`config.mk`:
```
export PLATFORM = sky130hd
export DESIGN_NAME = store_commit_buffer
export DESIGN_NICKNAME = d
export VERILOG_FILES = /design/src/rtl/store_commit_buffer.sv
export SDC_FILE = /design/constraint.sdc
export NUM_CORES = 1
export LEC_CHECK = 0
export ABC_AREA = 1
export CAP_MARGIN = 10
export CORE_UTILIZATION = 58
export DETAILED_ROUTE_END_ITERATION = 10
export PLACE_DENSITY = 0.86
export SLEW_MARGIN = 20
export SYNTH_ARGS = -nofsm -noshare
export SYNTH_HDL_FRONTEND = slang
export SYNTH_SLANG_ARGS = --single-unit
```
`constraint.sdc`:
```
create_clock -name clk -period 5.5 [get_ports clk]
set_clock_uncertainty 0.05 [all_clocks]
set_input_delay 1.375 -clock clk [delete_from_list [all_inputs] [get_ports clk]]
set_output_delay 1.375 -clock clk [all_outputs]
set_load 0.005 [all_outputs]
```
`src/rtl/store_commit_buffer.sv`:
```
// Store commit buffer: queues committed SB/SH/SW stores from the reorder buffer
// and drains them one byte per granted cycle onto a byte-wide memory port.
module store_commit_buffer #(
  parameter int DEPTH = 4
) (
  input  logic        clk,
  input  logic        rst,
  input  logic        rdy,
  input  logic        rob_valid,
  input  logic [5:0]  rob_op_id,
  input  logic [31:0] rob_value,
  input  logic [31:0] rob_addr,
  output logic        scb_full,
  output logic        scb_empty,
  output logic        mem_req,
  input  logic        mem_gnt,
  output logic        mem_wr,
  output logic [31:0] mem_a,
  output logic [7:0]  mem_dout,
  input  logic        io_buffer_full,
  output logic        err_overflow
);

  // Shared opcode values for the three store flavours.
  localparam logic [5:0] OP_SB = 6'd10;
  localparam logic [5:0] OP_SH = 6'd11;
  localparam logic [5:0] OP_SW = 6'd12;

  localparam int PW = $clog2(DEPTH);

  typedef enum logic [1:0] {
    S_IDLE    = 2'd0,
    S_WRITE   = 2'd1,
    S_IO_WAIT = 2'd2
  } state_e;

  state_e          state_q, state_d;
  logic [PW-1:0]   head_q, head_d;
  logic [PW-1:0]   tail_q, tail_d;
  logic [PW:0]     count_q, count_d;
  logic [1:0]      k_q, k_d;
  logic            err_q, err_d;

  logic [31:0]     addr_mem_q [DEPTH];
  logic [31:0]     data_mem_q [DEPTH];
  logic [1:0]      last_mem_q [DEPTH];

  logic            is_store;
  logic [1:0]      in_last;
  logic            push;
  logic            overflow;
  logic            pop;
  logic [PW-1:0]   head_p1;
  logic [31:0]     head_addr;
  logic [31:0]     head_data;
  logic [1:0]      head_last;
  logic [31:0]     next_addr;

  // Stores to the IO region (addr[17:16]==3) wait for UART buffer space first.
  function automatic state_e route(input logic [1:0] region);
    return (region == 2'b11) ? S_IO_WAIT : S_WRITE;
  endfunction

  always_comb begin
    is_store = 1'b0;
    in_last  = 2'd0;
    case (rob_op_id)
      OP_SB: begin is_store = 1'b1; in_last = 2'd0; end
      OP_SH: begin is_store = 1'b1; in_last = 2'd1; end
      OP_SW: begin is_store = 1'b1; in_last = 2'd3; end
      default: begin is_store = 1'b0; in_last = 2'd0; end
    endcase
  end

  assign scb_full  = (count_q == (PW+1)'(DEPTH));
  assign scb_empty = (count_q == '0) && (state_q == S_IDLE);

  assign push     = rdy && rob_valid && is_store && !scb_full;
  assign overflow = rdy && rob_valid && is_store && scb_full;

  assign head_addr = addr_mem_q[head_q];
  assign head_data = data_mem_q[head_q];
  assign head_last = last_mem_q[head_q];
  assign head_p1   = head_q + PW'(1);

  assign mem_req = (state_q == S_WRITE);
  assign mem_wr  = mem_req && mem_gnt && rdy;
  assign pop     = mem_wr && (k_q == head_last);

  // With one entry left, the only possible successor is the store pushed this edge.
  assign next_addr = (count_q > (PW+1)'(1)) ? addr_mem_q[head_p1] : rob_addr;

  always_comb begin
    mem_a    = '0;
    mem_dout = '0;
    if (mem_req) begin
      mem_a = head_addr + {30'd0, k_q};
      case (k_q)
        2'd0:    mem_dout = head_data[7:0];
        2'd1:    mem_dout = head_data[15:8];
        2'd2:    mem_dout = head_data[23:16];
        default: mem_dout = head_data[31:24];
      endcase
    end
  end

  always_comb begin
    head_d  = pop  ? head_p1 : head_q;
    tail_d  = push ? (tail_q + PW'(1)) : tail_q;
    count_d = count_q + (PW+1)'(push) - (PW+1)'(pop);
    err_d   = err_q || overflow;
  end

  always_comb begin
    state_d = state_q;
    k_d     = k_q;
    if (rdy) begin
      case (state_q)
        S_IDLE: begin
          k_d = 2'd0;
          if (count_q != '0) state_d = route(head_addr[17:16]);
        end
        S_IO_WAIT: begin
          if (!io_buffer_full) state_d = S_WRITE;
        end
        S_WRITE: begin
          if (mem_wr) begin
            if (pop) begin
              k_d     = 2'd0;
              state_d = (count_d != '0) ? route(next_addr[17:16]) : S_IDLE;
            end else begin
              k_d = k_q + 2'd1;
            end
          end
        end
        default: state_d = S_IDLE;
      endcase
    end
  end

  always_ff @(posedge clk or negedge rst) begin
    if (!rst) begin
      state_q <= S_IDLE;
      head_q  <= '0;
      tail_q  <= '0;
      count_q <= '0;
      k_q     <= '0;
      err_q   <= 1'b0;
    end else if (rdy) begin
      state_q <= state_d;
      head_q  <= head_d;
      tail_q  <= tail_d;
      count_q <= count_d;
      k_q     <= k_d;
      err_q   <= err_d;
    end
  end

  // Payload storage needs no reset: entries are only read while counted valid.
  always_ff @(posedge clk) begin
    if (push) begin
      addr_mem_q[tail_q] <= rob_addr;
      data_mem_q[tail_q] <= rob_value;
      last_mem_q[tail_q] <= in_last;
    end
  end

  assign err_overflow = err_q;

endmodule

```
Yosys cells after proc, flatten, opt, wreduce, memory -nomap -nowiden:

Memories as Yosys holds them, arrays and structs flattened.
Index checks and enable logic that the tools add are counted.

* memory bits (read-only): 0
* register bits after elaboration: 12
* memories kept: 3
* bits in writable memories: 264
* bits in latches: 0
* output and inout port bits: 45

Memories
* addr_mem_q: depth 4, bits a word 32, read ports 2, clocked after memory_dff 0, write ports 1, RTL line 44 `logic [31:0] addr_mem_q [DEPTH];`
* data_mem_q: depth 4, bits a word 32, read ports 1, clocked after memory_dff 0, write ports 1, RTL line 45 `logic [31:0] data_mem_q [DEPTH];`
* last_mem_q: depth 4, bits a word 2, read ports 1, clocked after memory_dff 0, write ports 1, RTL line 46 `logic [1:0] last_mem_q [DEPTH];`

* muxes and demuxes: 19
* reductions and logical operators: 21
* eq/ne operators: 15
* order comparisons: 1
* multiply operators: 0
* add/sub/neg operators: 6
* shift-type cells: 0
* bitwise gates (word level): 0
* divide/modulo/power cells: 0

Operators by type and width (count)
* adder 32 x 2 -> 32 bit: 1
* two-way mux 32 bit: 1
* case mux 8 bit (3 select lines): 1
* equality test 6 x 4 -> 1 bit (second input constant): 3
* two-way mux 18 bit: 1
* two-way mux 2 bit: 9
* equality test 2 bit (second input constant): 4
* logical AND 1 bit: 8
* two-way mux 8 bit: 1
* case mux 2 bit (2 select lines): 2
* adder 2 x 1 -> 2 bit (second input constant): 3
* != test 2 x 1 -> 1 bit (second input constant): 3
* case mux 2 bit (3 select lines): 1
* nonzero test 3 bit: 2
* AND reduction 5 bit: 1
* equality test 2 x 1 -> 1 bit (second input constant): 2
* zero test 2 bit: 2
* AND reduction 2 bit: 2
* adder 3 x 1 -> 3 bit: 1
* equality test 3 bit (second input constant): 1
* greater-than comparator 3 x 1 -> 1 bit (second input constant): 1
* zero test 3 bit: 1
* two-way mux 1 bit: 3
* AND reduction 3 bit: 1
* 7 further kinds: 7

Depth between registers and ports, before layout:

Gate-level depths: netlist of the first run.

* word-level depth: 12
* depth in mapped cells: 21
* gate-level depth less buffers: 18

Worst setup path before layout of the first run:

No wires, ideal clock.

* path kind: input to register
* from: input port rob_op_id[0]
* to: memory addr_mem_q[0][0], enable pin
* arrival time: 4.857 ns
* library setup time: 0.490 ns
* buffers on the path: 0
* stages on the path: 7
* slack: 0.103 ns
* cell sequence: nor3_1 > nand2_1 > nand2_1 > nand3_1 > nor2_1 > inv_1 > nor2_1

* word-level cells in the longest chain between the ends: 7
* elaborated cells on any way between the ends: 9

RTL lines
* from (decl): RTL line 10 `input logic [5:0] rob_op_id,`
* equality test 6 x 4 -> 1 bit: RTL line 67 `case (rob_op_id)`
* OR reduction 3 bit (no line) *
* two-way mux 1 bit *: RTL line 67
* logical AND 1 bit * (2 in series): RTL line 78 `assign push = rdy && rob_valid && is_store && !scb_full;`
* two-way mux 1 bit *: RTL line 161 `if (push) begin`
* two-way mux 1 bit (not written as such) *: RTL line 162 `addr_mem_q[tail_q] <= rob_addr;`
* to (decl): RTL line 44

Mark *: on every way between the ends. The rest lies on a longest branch, timed or not.

Worst setup path after layout of the first run:

* from: register head_q[0]
* to: output port mem_dout[0]

* word-level cells in the longest chain between the ends: 3

RTL lines
* from (decl): RTL line 38 `logic [PW-1:0] head_q, head_d;`
* from (signal assigned): RTL line 144 `head_q <= '0;`
* from (signal assigned): RTL line 151 `head_q <= head_d;`
* memory (4 x 32 bit)
* case mux 8 bit (3 select lines): RTL line 98 `case (k_q)`
* two-way mux 8 bit: RTL line 96 `if (mem_req) begin`
* to (decl): RTL line 19 `output logic [7:0] mem_dout,`

No other way between the ends.

==> results of run 1 <==
area by class of cell:
cell class	count	area (um2)
Multi-Input combinational cell	905	4100
Clock inverter	14	116
Fill cell	1553	6610
Antenna cell	2	5.00
Clock buffer	37	754
Timing Repair Buffer	135	1380
Tap cell	280	350
Sequential cell	276	8230
Inverter	72	273
per-stage QoR:
| step | worst slack (ps) | utilization | instances |
|---|---|---|---|
| 2_1_floorplan | 103 | - | 1309 |
| 3_5_place_dp | 869 | 0.657 | 1668 |
| 6_report | 339 | 0.697 | 1721 |
| 5_1_grt | 79.0 | 0.697 | 1719 |
| 3_3_place_gp | 939 | 0.657 | 1668 |
| 4_1_cts | 175 | 0.697 | 1719 |
sequential cells by signal, indices dropped and copies added (netlist names):
register      flops
head_q            2
count_q           3
err_overflow      1
state_q           2
tail_q            2
last_mem_q        8
addr_mem_q      128
k_q               2
data_mem_q      128
power breakdown:
part	internal (mW)	switching, mW
clock network	1.01	0.782
registers	2.36	0.0972
logic	1.09	2.03
total	4.46	2.91
cells in the mapped netlist:
| cell | n |
|---|---|
| nand2_1 | 446 |
| a32oi_1 | 1 |
| nand3b_2 | 1 |
| a21oi_1 | 24 |
| buf_1 | 3 |
| buf_2 | 21 |
| o221ai_1 | 8 |
| buf_6 | 5 |
| inv_4 | 1 |
| inv_1 | 68 |
| clkbuf_1 | 17 |
| nor3_1 | 2 |
| xor2_1 | 6 |
| dfrtp_1 | 12 |
| a31oi_1 | 8 |
| nand3_2 | 3 |
| buf_8 | 1 |
| nor2_2 | 12 |
| nand3_1 | 104 |
| ha_1 | 14 |
| o22ai_1 | 19 |
| o21bai_1 | 1 |
| o21ai_0 | 70 |
| a211oi_1 | 1 |
| nor4_1 | 1 |
| nand4_1 | 12 |
| o21a_1 | 1 |
| fa_1 | 2 |
| buf_4 | 9 |
| nor2_1 | 163 |
| edfxtp_1 | 264 |
| nor2_4 | 1 |
| inv_2 | 3 |
| nand2_2 | 5 |
logic make-up after synthesis:
family,synth area share
flops,0.639
buf+inv,0.0459
xor+xnor,0.00408
simple gates,0.237
fa+ha+maj,0.0167
compound gates,0.0575
per-layer routing:
metal,up-vias,track usage,part of all wire
met1,4728,0.357,0.38
met3,110,0.0476,0.079
met2,545,0.504,0.50
met4,0,0.116,0.038
li1,4659,-,-
met5,-,0,0
how the worst max path moves through the flow:
stage	start	cells after the start	slack, ps	end
2_1_floorplan	rob_op_id[0]	7	100	addr_mem_q[0][0]
3_3_place_gp	head_q[0]	11	940	mem_a[10]
3_5_place_dp	head_q[0]	8	870	mem_dout[0]
4_1_cts	head_q[0]	8	170	mem_dout[0]
5_1_grt	head_q[0]	14	80	mem_a[17]
6_report	head_q[0]	8	340	mem_dout[0]
critical path: stages (launching register included):
cell and delay (ps):
dfrtp_4 610, inv_4 120, buf_6 440, buf_4 600, o21ai_0 150, o22ai_1 200, nand2_1 110, a31oi_1 350
clkdlybuf4s50_1 570
what timing repair did:
action	in CTS	in global routing
endpoints found under the setup margin	0	3
resized for setup	0	1
hold buffers	0	0
hold endpoints to repair	0	0
==> flow_summary.toml, run 1 <==
[pwr]
peakVddDrop_uv = 373
total_power_mw = 7.37
powerDensity_mw_per_mm2 = 484
p_leak_nw = 5.79

[final_layout]
final_common_cell = "nand2_1"
final_cell_area_mm2 = 0.0152
area_growth_pct = 18.0
drive_gt1_frac = 0.0584
nNetsFinal = 1510
final_cell_mix = "nand2_1, edfxtp_1, nor2_1, clkdlybuf4s50_1, nand3_1"

[setup_path]
rr_startpoint = "head_q[0]"
arrival_ps = 3740
cp-end-kind = "output pin"
start_kind = "flip-flop"
rr_endpoint = "state_q[1]"
r2r_slack_ps = 1140
rr_worst_depth = 20
crit_required_ps = 4070
critPathMaxFanout = 67
crit_type = "reg2out"

[clock_tree]
clock_path_buffers = 3
tritoncts = "done"
clkSinkCount = 276
htreeDepth = 1
numCtsBuffers = 28
postCtsSetupRepairBufs = 0
cts-root-buf = "clkbuf_16"
insertion_delay_ps = 560
clk_pin_slew_ps = 60

[synthesis]
mappedNetlistArea_mm2 = 0.0129
yosys_warnings = 0
ys_seq_area_frac = 0.639
synth_top_area_share = 0.615
synth.avg_cell_area_um2 = 9.84
synth_fp_nets = 1401
ys_types = 34
synth_top_area_cell = "edfxtp_1"
synth_area_leaders = "edfxtp_1, nand2_1, nor2_1"
synthCells = 1309
ys_ff_latch = 276

[drt]
drtPass1Iterations = 5
wl_mm = 32.0
drcViolationCount = 0
first_iter_violations = 1032
vias = 10042
routedWlPerCell_um = 18.6
ant_nets = 0
vias_per_cell = 5.83

[sta]
worstMarginPinSlew_ps = 1070
setup_viol = 0
hold_viol = 0
min_period_over_period = 0.938
timing.slew.headroom = 0.288
drv_slew = 0
hold_ws_ps = 429
final.min_clock_period_ps = 5160
fin_setup_tns_ps = 0
fmax_mhz = 194
rsz0062_at_grt = "no"

[min_path]
hold_depth = 1
holdPathEnd = "err_overflow"
hp-class = "reg2reg"
hp-start = "err_overflow"

[place]
place_area_mm2 = 0.0143
place.gp.congestion = 0.979
io_buffers = 120
hpwlAfterDp_mm = 20.7

[floorplanning]
chipHeight_um = 151
chipWidth_um = 151
initial_utilization = 0.590
core-area_mm2 = 0.0218
rows = 54
die_area_mm2 = 0.0228
ios = 121

[global_route]
track_usage = 0.288
grt_max_degree = 108
grt_pass1_vias = 9662
grt_overflow = 0
grt_pass1_wl_mm = 49.8
antenna_found_initial = 1

[outcome]
status = "completed"

[flow_run]
max-cap-violations = 0
Power figures use the tool's default switching activity.
==> inputs of run 2 (changes only) <==
--- a/config.mk
+++ b/config.mk
@@ -5,11 +5,14 @@
 export SDC_FILE = /design/constraint.sdc
 export NUM_CORES = 1
 export LEC_CHECK = 0
-export ABC_AREA = 1
+export ABC_AREA = 0
 export CAP_MARGIN = 10
-export CORE_UTILIZATION = 58
+export CELL_PAD_IN_SITES_DETAIL_PLACEMENT = 0
+export CELL_PAD_IN_SITES_GLOBAL_PLACEMENT = 1
+export CORE_UTILIZATION = 49
 export DETAILED_ROUTE_END_ITERATION = 10
-export PLACE_DENSITY = 0.86
+export HOLD_SLACK_MARGIN = 0.1
+export PLACE_DENSITY = 0.85
 export SLEW_MARGIN = 20
 export SYNTH_ARGS = -nofsm -noshare
 export SYNTH_HDL_FRONTEND = slang
==> flow_summary.toml, run 2 <==
[pwr]
powerDensity_mw_per_mm2 = 468
internal_power_mw = 4.59
p_clk_frac = 0.263
seqPwrFrac = 0.367
p_leak_nw = 4.57
p_sw_mw = 2.00
pwr-share-comb = 0.371
p_sw_frac = 0.303
peakVddDrop_uv = 380

[setup_path]
crit_end = "mem_a[27]"
rr_endpoint = "state_q[0]"
critPathMaxFanout = 7
crit_type = "reg2out"
r2r_slack_ps = 1520
cp-end-kind = "output pin"
start_kind = "flip-flop"
rr_startpoint = "head_q[0]"
rr_worst_depth = 13
crit_start = "head_q[0]"
arrival_ps = 3940
crit_required_ps = 4070

[clock_tree]
insertion_delay_ps = 540
numCtsBuffers = 27
htreeDepth = 1
tritoncts = "done"
clk_pin_slew_ps = 60
cts_hold_buf = 0
cts-root-buf = "clkbuf_16"
clkSinkCount = 276
clock_path_buffers = 3

[final_layout]
multi_input_area_mm2 = 0.00315
drive_gt1_frac = 0.173
area.sequential_mm2 = 0.00823
diodes = 0
fillers = 1586
nNetsFinal = 871
final_cell_area_mm2 = 0.0141
final_common_cell = "edfxtp_1"
top_regs = "addr_mem_q: 128 flops, data_mem_q: 128 flops, last_mem_q: 8 flops"
area_growth_pct = 21.4
final_cell_mix = "edfxtp_1, clkdlybuf4s50_1, mux4_2, a21oi_1, nand2_1"

[synthesis]
async_flop_share = 0.0435
synth_fp_nets = 732
ys_seq_area_frac = 0.709
synth.avg_cell_area_um2 = 18.1
synth_most_common_cell = "edfxtp_1"
ys_types = 51
synth_top_area_share = 0.683
synthCells = 640
ys_ff_latch = 276
synthFlopType = "edfxtp_1"
yosys_warnings = 0
synth_commonest_cells = "edfxtp_1, mux4_2, a21oi_1, nand2_1, nor2_1"
synth_top_area_cell = "edfxtp_1"
synth_area_leaders = "edfxtp_1, mux4_2, dfrtp_1"
synth_edf_count = 264
mappedNetlistArea_mm2 = 0.0116

[global_route]
track_usage = 0.204
grt_overflow = 0
grt_pass1_wl_mm = 37.3
antenna_found_initial = 2
grt_pass1_vias = 6774
grt_max_degree = 39

[sta]
drv_slew = 0
final.min_clock_period_ps = 5360
hold_viol = 0
worstMarginPinSlew_ps = 772
min_period_over_period = 0.975
setup_viol = 0
fmax_mhz = 187
timing.slew.headroom = 0.485
rsz0062_at_grt = "no"
fin_setup_tns_ps = 0

[flow_run]
max-cap-violations = 0

[drt]
wl_mm = 24.0
drtPass1Iterations = 4
drcViolationCount = 0
vias_per_cell = 5.80
ant_nets = 0
routedWlPerCell_um = 21.6
vias = 6454
first_iter_violations = 551

[floorplanning]
die_area_mm2 = 0.0243
initial_utilization = 0.507
rows = 55
chipHeight_um = 156
chipWidth_um = 156
ios = 121
core-area_mm2 = 0.0229

[min_path]
hp-class = "reg2reg"

[place]
hpwlAfterDp_mm = 15.8
io_buffers = 120
place_area_mm2 = 0.0132
place.gp.congestion = 0.816

[outcome]
status = "completed"
==> run 2: cell types whose count changed in the layout (fill, tap and decap cells not counted), moves of 19 or more <==
cell	change
inv_1	-53
nand2_1	-413
o21ai_0	-58
nand3_1	-96
mux4_2	+62
nor2_1	-133
o22ai_1	-19
==> run 2: cell type report <==
| class | instances | area share |
|---|---|---|
| Tap cell | 313 | 0.0278 |
| Sequential cell | 276 | 0.584 |
| Clock inverter | 18 | 0.0104 |
| Multi-Input combinational cell | 316 | 0.224 |
| Inverter | 16 | 0.00426 |
| Clock buffer | 31 | 0.0490 |
| Timing Repair Buffer | 142 | 0.101 |
==> run 2: worst min path at each step <==
stage / end / slack (ps) / startpoint / cells after the start
after floorplan: err_overflow / 400 / err_overflow / 1
after global placement: err_overflow / 390 / err_overflow / 1
after detailed placement: err_overflow / 400 / err_overflow / 1
after CTS: err_overflow / 420 / err_overflow / 1
after global routing: err_overflow / 440 / err_overflow / 1
final: err_overflow / 410 / err_overflow / 1
==> run 2: per-stage QoR <==
stage	util	total power [mW]	setup slack, ps	instances	hold slack (ps)
global route	0.615	6.90	14.5	1112	438
global placement	0.577	4.82	669	1060	394
floorplan	-	3.89	37.8	640	401
detailed placement	0.577	4.88	572	1060	404
finish	0.615	6.59	138	1112	414
CTS	0.614	6.62	62.9	1109	418
==> run 2: cell families after synthesis <==
group | count (synthesis) | share of synthesized area
buffers and inverters | 48 | 0.0203
AND/OR/NAND/NOR | 135 | 0.0659
XOR/XNOR | 18 | 0.0136
multiplexers | 67 | 0.130
adder cells (fa/ha/maj) | 16 | 0.0185
AO/OA/AOI/OAI | 80 | 0.0427
flip-flops | 276 | 0.709
==> run 2: power by group through the flow <==
stage          clock, mW  combinational [mW]  sequential [mW]
4_1_cts             1.76                2.44             2.42
3_3_place_gp           0                2.36             2.46
3_5_place_dp           0                2.41             2.47
5_1_grt             1.84                2.64             2.42
6_report            1.73                2.44             2.42
2_1_floorplan          0                1.46             2.42
==> run 2: critical path: stages (launching register included) <==
cell	delay [ps]
dfrtp_4	480
mux4_2	560
ha_1	310
a21o_1	160
nand4_2	170
or3_1	450
or4_1	510
a21oi_1	210
clkdlybuf4s50_1	530
==> run 2: what timing repair did <==
action | 4_1_cts | 5_1_grt
resized for setup | 1 | 0
setup endpoints to repair | 1 | 7
cloned | 0 | 0
pin swaps | 0 | 1
buffers inserted | 0 | 3
==> run 2: per-layer routing <==
metal	global-route usage	up-vias	routed length (um)
met5	0	-	13
met3	0.0372	48	1490
li1	-	2878	-
met4	0.0584	2	536
met2	0.352	246	12100
met1	0.264	3280	9830
